`src/rtl/uart_sched_pkg.sv`:
```
// Shared types and constants for the autonomous simpleuart bus sequencer.
package uart_sched_pkg;

    typedef enum logic [2:0] {
        BOOT,
        IDLE,
        WR,
        POLL,
        POLL_W,
        RD,
        RD_W
    } state_e;

    // simpleuart register map and status bit layout
    localparam logic ADDR_DATA = 1'b0;
    localparam logic ADDR_STAT = 1'b1;
    localparam int   STAT_RDY  = 0;

    // Clocks from a data write until the transmitter can take another byte
    function automatic logic [15:0] char_clks(input int div);
        return 16'(10 * (div + 2) + 2);
    endfunction

    // Hold-off after reset that covers the UART's 15-bit dummy frame
    function automatic logic [15:0] boot_clks(input int div);
        return 16'(16 * (div + 2));
    endfunction

endpackage

```
`src/rtl/rr_arb2.sv`:
```
// Two-input round-robin arbiter; the last-grant register advances only when
// a grant is actually accepted, so an unused decision does not rotate priority.
module rr_arb2 (
    input  logic       clk,
    input  logic       rst,
    input  logic [1:0] req,
    input  logic [1:0] accept,
    output logic [1:0] grant
);

    logic last_q;
    logic last_d;

    // Grant the lone requester, or on contention the one that did not win last
    always_comb begin
        grant  = 2'b00;
        last_d = last_q;
        if (req == 2'b11) begin
            grant = last_q ? 2'b01 : 2'b10;
        end else begin
            grant = req;
        end
        if (accept[0]) begin
            last_d = 1'b0;
        end else if (accept[1]) begin
            last_d = 1'b1;
        end
    end

    // Last-grant register starts at 1 so requester 0 wins the first contention
    always_ff @(posedge clk or posedge rst) begin
        if (rst) begin
            last_q <= 1'b1;
        end else begin
            last_q <= last_d;
        end
    end

endmodule

```
`src/rtl/uart_bus_sched.sv`:
```
// Drives the simpleuart register bus without a CPU: paces TX writes from two
// round-robin requesters and drains RX bytes into a one-entry holding register.
module uart_bus_sched
    import uart_sched_pkg::*;
#(
    parameter int DIV = 27
) (
    input  logic       CLK,
    input  logic       RESET,
    output logic       u_cs,
    output logic       u_rw,
    output logic       u_addr,
    output logic [7:0] u_di,
    input  logic [7:0] u_do,
    input  logic       req0_valid,
    input  logic [7:0] req0_data,
    output logic       req0_ready,
    input  logic       req1_valid,
    input  logic [7:0] req1_data,
    output logic       req1_ready,
    output logic       rx_valid,
    output logic [7:0] rx_data,
    input  logic       rx_ready,
    output logic       tx_busy
);

    localparam logic [15:0] CHAR_CLKS = char_clks(DIV);
    localparam logic [15:0] BOOT_CLKS = boot_clks(DIV);

    state_e      state_q, state_d;
    logic [15:0] cnt_q, cnt_d;
    logic        cs_q, cs_d;
    logic        rw_q, rw_d;
    logic        addr_q, addr_d;
    logic [7:0]  di_q, di_d;
    logic [1:0]  rdy_q, rdy_d;
    logic        rxv_q, rxv_d;
    logic [7:0]  rxd_q, rxd_d;
    logic [1:0]  grant;

    rr_arb2 u_arb (
        .clk    (CLK),
        .rst    (RESET),
        .req    ({req1_valid, req0_valid}),
        .accept (rdy_q),
        .grant  (grant)
    );

    // Next-state logic; bus outputs are set on entry to WR/POLL/RD so the strobe
    // coincides with that state and read data is present in the following state
    always_comb begin
        state_d = state_q;
        cnt_d   = (cnt_q != 16'd0) ? cnt_q - 16'd1 : cnt_q;
        cs_d    = 1'b0;
        rw_d    = rw_q;
        addr_d  = addr_q;
        di_d    = di_q;
        rdy_d   = 2'b00;
        rxv_d   = rxv_q && !rx_ready;
        rxd_d   = rxd_q;
        case (state_q)
            BOOT: begin
                if (cnt_q == 16'd0) begin
                    state_d = IDLE;
                end
            end
            IDLE: begin
                if ((cnt_q == 16'd0) && (req0_valid || req1_valid)) begin
                    state_d = WR;
                    cs_d    = 1'b1;
                    rw_d    = 1'b0;
                    addr_d  = ADDR_DATA;
                    di_d    = grant[1] ? req1_data : req0_data;
                    rdy_d   = grant;
                end else if (!rxv_q) begin
                    state_d = POLL;
                    cs_d    = 1'b1;
                    rw_d    = 1'b1;
                    addr_d  = ADDR_STAT;
                end
            end
            WR: begin
                cnt_d   = CHAR_CLKS;
                state_d = IDLE;
            end
            POLL: begin
                state_d = POLL_W;
            end
            POLL_W: begin
                if (u_do[STAT_RDY]) begin
                    state_d = RD;
                    cs_d    = 1'b1;
                    rw_d    = 1'b1;
                    addr_d  = ADDR_DATA;
                end else begin
                    state_d = IDLE;
                end
            end
            RD: begin
                state_d = RD_W;
            end
            RD_W: begin
                rxv_d   = 1'b1;
                rxd_d   = u_do;
                state_d = IDLE;
            end
            default: begin
                state_d = BOOT;
            end
        endcase
    end

    // All state and outputs registered; reset abandons any bus transfer in flight
    always_ff @(posedge CLK or posedge RESET) begin
        if (RESET) begin
            state_q <= BOOT;
            cnt_q   <= BOOT_CLKS;
            cs_q    <= 1'b0;
            rw_q    <= 1'b1;
            addr_q  <= ADDR_DATA;
            di_q    <= 8'h00;
            rdy_q   <= 2'b00;
            rxv_q   <= 1'b0;
            rxd_q   <= 8'h00;
        end else begin
            state_q <= state_d;
            cnt_q   <= cnt_d;
            cs_q    <= cs_d;
            rw_q    <= rw_d;
            addr_q  <= addr_d;
            di_q    <= di_d;
            rdy_q   <= rdy_d;
            rxv_q   <= rxv_d;
            rxd_q   <= rxd_d;
        end
    end

    assign u_cs       = cs_q;
    assign u_rw       = rw_q;
    assign u_addr     = addr_q;
    assign u_di       = di_q;
    assign req0_ready = rdy_q[0];
    assign req1_ready = rdy_q[1];
    assign rx_valid   = rxv_q;
    assign rx_data    = rxd_q;
    assign tx_busy    = (cnt_q != 16'd0);

endmodule
```
`config.mk`:
```
export PLATFORM = sky130hd
export DESIGN_NAME = uart_bus_sched
export DESIGN_NICKNAME = d
export VERILOG_FILES = /design/src/rtl/uart_sched_pkg.sv /design/src/rtl/rr_arb2.sv /design/src/rtl/uart_bus_sched.sv
export SDC_FILE = /design/constraint.sdc
export NUM_CORES = 1
export LEC_CHECK = 0
export ABC_AREA = 1
export CAP_MARGIN = 20
export CORE_UTILIZATION = 30
export DETAILED_ROUTE_END_ITERATION = 7
export GPL_TIMING_DRIVEN = 1
export REMOVE_ABC_BUFFERS = 1
export SYNTH_ARGS = -nofsm -noshare
export SYNTH_HDL_FRONTEND = slang
export SYNTH_SLANG_ARGS = --single-unit
```
`constraint.sdc`:
```
create_clock -name CLK -period 1.3 [get_ports CLK]
set_input_delay 0.13 -clock CLK [delete_from_list [all_inputs] [get_ports CLK]]
set_output_delay 0.13 -clock CLK [all_outputs]
set_load 0.01 [all_outputs]
```
==> metrics.md <==
| Metric | Value |
|---|---|
| Max FO, Critical Path | `4` |
| Post-DP HPWL | `a little over 4 mm` |
| CTS tree | `built` |
| Inst Count DP | `464` |
| Area Overhead vs Synth | `65.51%` |
| Number of synthesized register bits | `42` |
| Outcome | `complete, but fails checks` |
| P per Cell Area | `between 1500 and 2000 mW/mm²` |
| CTS root buf | `clkbuf_8` |
| Initial antenna violation count | `0` |
| DR iter-0 viols | `29` |
| Layout cell share with drive strength beyond 1 | `between 40% and 50%` |
| Ys Warns | `0` |
| DRT Pass-1 Iters | `4` |
| Depth of the CTS H-tree | `2` |
| Rows | `31` |
| ANT cells | `0` |
| Max Cap Viol | `0` |
| Final min period | `approximately 1.5 ns` |
| Number of top-level pins | `52` |
| Worst-Skew Late Latency | `~0.30 ns` |
| Largest net degree at the start of global routing | `43` |
| First-pass GRT wire length | `around 10 mm` |
| Grt peak-use layer | `met2` |
| Die X | `88.24 µm` |
| Max-slew violations | `0` |
| Final TNS setup | `-5.802 ns` |
| CP Data Arrival Time | `between 1.5 and 2 ns` |
| Total power | `around 6.7 mW` |
| Final Cycle Share | `118.3%` |
| Met3 usage | `4.664%` |
| Final instance area | `0.003692 mm²` |
| Final worst setup slack | `-0.2385 ns` |
| P_leak | `about 1.8 nW` |
| Routability Congestion | `roughly 0.83` |
| Dpl cell area | `around 0.0032 mm²` |
| Clock Skew | `roughly 0.0087 ns` |
| Worst Path Required | `around 1.5 ns` |
| WHS | `about 0.19 ns` |
| Remaining Overflow, GRT | `0` |
| Sequential cell area fraction in the yosys report | `47.45%` |
| Cells after Synth | `approximately 270` |
| Core Footprint | `0.007214 mm²` |
| Post-Layout Cell Count | `~490` |
| Die area | `a little under 0.008 mm²` |
| Worst-margin pin slew | `between 0.3 and 0.4 ns` |
| GR Util met2 | `28.46%` |
| GRT Overall Usage | `around 17%` |
| Peak VDD IR | `1.076 mV` |
| Post-DRT Antenna Nets | `0` |
| Vias in the first global route | `approximately 2200` |
| Initial core utilization | `between 30% and 40%` |
| IO Port Bufs | `a little over 50` |
| Final net count | `about 420` |
| Slew HR | `just under 80%` |
| DR DRC count | `0` |
| Final hold violation count | `0` |
| Chip height | `88.24 µm` |
| Final WL | `5.888 mm` |
| Hold Buf Count CTS | `0` |
| Fin util | `approximately half` |
| Met1 Track Usage GR | `between 20% and 30%` |
| Setup violations, final | `31` |
| Syn_area_per_cell | `8.172 µm²` |
| RSZ-0062 raised after global routing | `true` |
| Pre-CTS setup slack | `-0.2757 ns` |
| FMAX | `650.0 MHz` |
| Vias post-DR | `2203` |
| Worst setup SP type | `flop` |
| Max Root-Sink Buffers | `2` |
| Commonest cells after routing, fill and taps aside | `58 x nand2_1, 47 x buf_4, 36 x dfrtp_1, 30 x nand3_1, 28 x clkdlybuf4s50_1` |
| Clock Sinks | `42` |
| Worst-path clk slew | `0.09 ns` |
| DR vias/cell | `between 4 and 5` |
| CP endpoint kind | `flop` |
| Min-delay worst type | `input pin to async pin` |
| Distinct cells, synth | `31` |
| Inserted Clock Buffers | `5` |
| Kind of critical path | `flop to flop` |
| Wire length per cell | `approximately 12 µm` |
| Leading cell type in the layout, fill and taps excluded | `nand2_1` |
| Syn Std Cell Area | `~0.0022 mm²` |
| Failing checks | `setup timing` |
[layout make-up]
class | count | area [µm²]
well taps | 99 | 123.9
repair inverters | 1 | 7.507
flip-flops and latches | 42 | 1059
clock buffers | 6 | 72.57
clock inverters | 2 | 10.01
multi-input cells | 192 | 1276
fillers | 715 | 3522
inverters | 36 | 140.1
repair buffers | 109 | 1003
[power by group]
group | internal, mW | leakage (nW) | switching [mW]
combinational | 1.87 | 1.26 | 1.81
clock | 0.373 | 0.0450 | 0.458
sequential | 1.80 | 0.520 | 0.351
[cells in the mapped netlist, drive strengths merged]
cell type | number | area (µm²)
nand2 | 76 | 290.3
nor2 | 38 | 180.2
dfrtp | 36 | 900.9
inv | 36 | 135.1
nand3 | 34 | 175.2
o21ai | 12 | 90.09
mux2 | 8 | 90.09
dfstp | 6 | 157.7
nand4 | 6 | 58.80
nor3 | 5 | 30.03
a21oi | 2 | 10.01
buf | 2 | 16.26
ha | 2 | 25.02
or2 | 2 | 12.51
xnor2 | 2 | 17.52
a21boi | 1 | 7.510
a21o | 1 | 7.510
clkbuf | 1 | 3.750
o211ai | 1 | 7.510
o22ai | 1 | 6.260
xor2 | 1 | 8.760
[repair_timing]
| action | 4_1_cts | 5_1_grt |
|---|---|---|
| endpoints found under the setup margin | 54 | 40 |
| gates resized for setup | 71 | 40 |
| cloned | 2 | 0 |
| buffers inserted | 10 | 4 |
| pin swaps | 19 | 21 |
[sequential cells by signal, summed over array words and instances, names as in the netlist]
register      flops
cnt_q            16
rx_data           8
u_di              8
state_q           3
rdy_q             2
rx_valid          1
u_addr            1
u_arb.last_q      1
u_cs              1
u_rw              1
[critical path, cell delays in order (launching register included)]
cell and delay, ns:
dfrtp_1 0.39, nor2_2 0.16, nand2_2 0.09, buf_6 0.13, nor2_4 0.18, buf_12 0.14, nand3_4 0.11, buf_6 0.15
o22ai_2 0.13
[cell families (layout without fill, tap and decap cells)]
group	after synthesis	after routing	synth area share, %
DFF	42	42	47.45
AOI/OAI and AO/OA	18	18	5.778
and+or+nand+nor	161	161	33.48
buffers and inverters	39	154	6.954
adders and majority gates	2	2	1.122
xor gates and xnor gates	3	3	1.178
muxes	8	8	4.038
[worst paths after layout]
check,startpoint,endpoint,slack (ns),cells past startpoint
worst max-delay path,cnt_q[11],cnt_q[1],-0.24,8
worst min-delay path,RESET,cnt_q[14],0.19,3
worst max register to register,cnt_q[11],cnt_q[1],-0.24,8
worst min register to register,rdy_q[0],u_arb.last_q,0.40,1
max in group asynchronous,RESET,cnt_q[4],0.85,3
min in group CLK,rx_ready,rx_valid,0.39,2
[routing by layer]
layer  vias to the layer above  share of wire, %  routed length [µm]
met5                         -                 0                   0
met3                        16               5.9                 345
li1                       1101                 -                   -
met2                        60                50                2941
met4                         0               1.7                 100
met1                      1026                42                2500
Note: power is estimated with default switching activity, not from simulation.
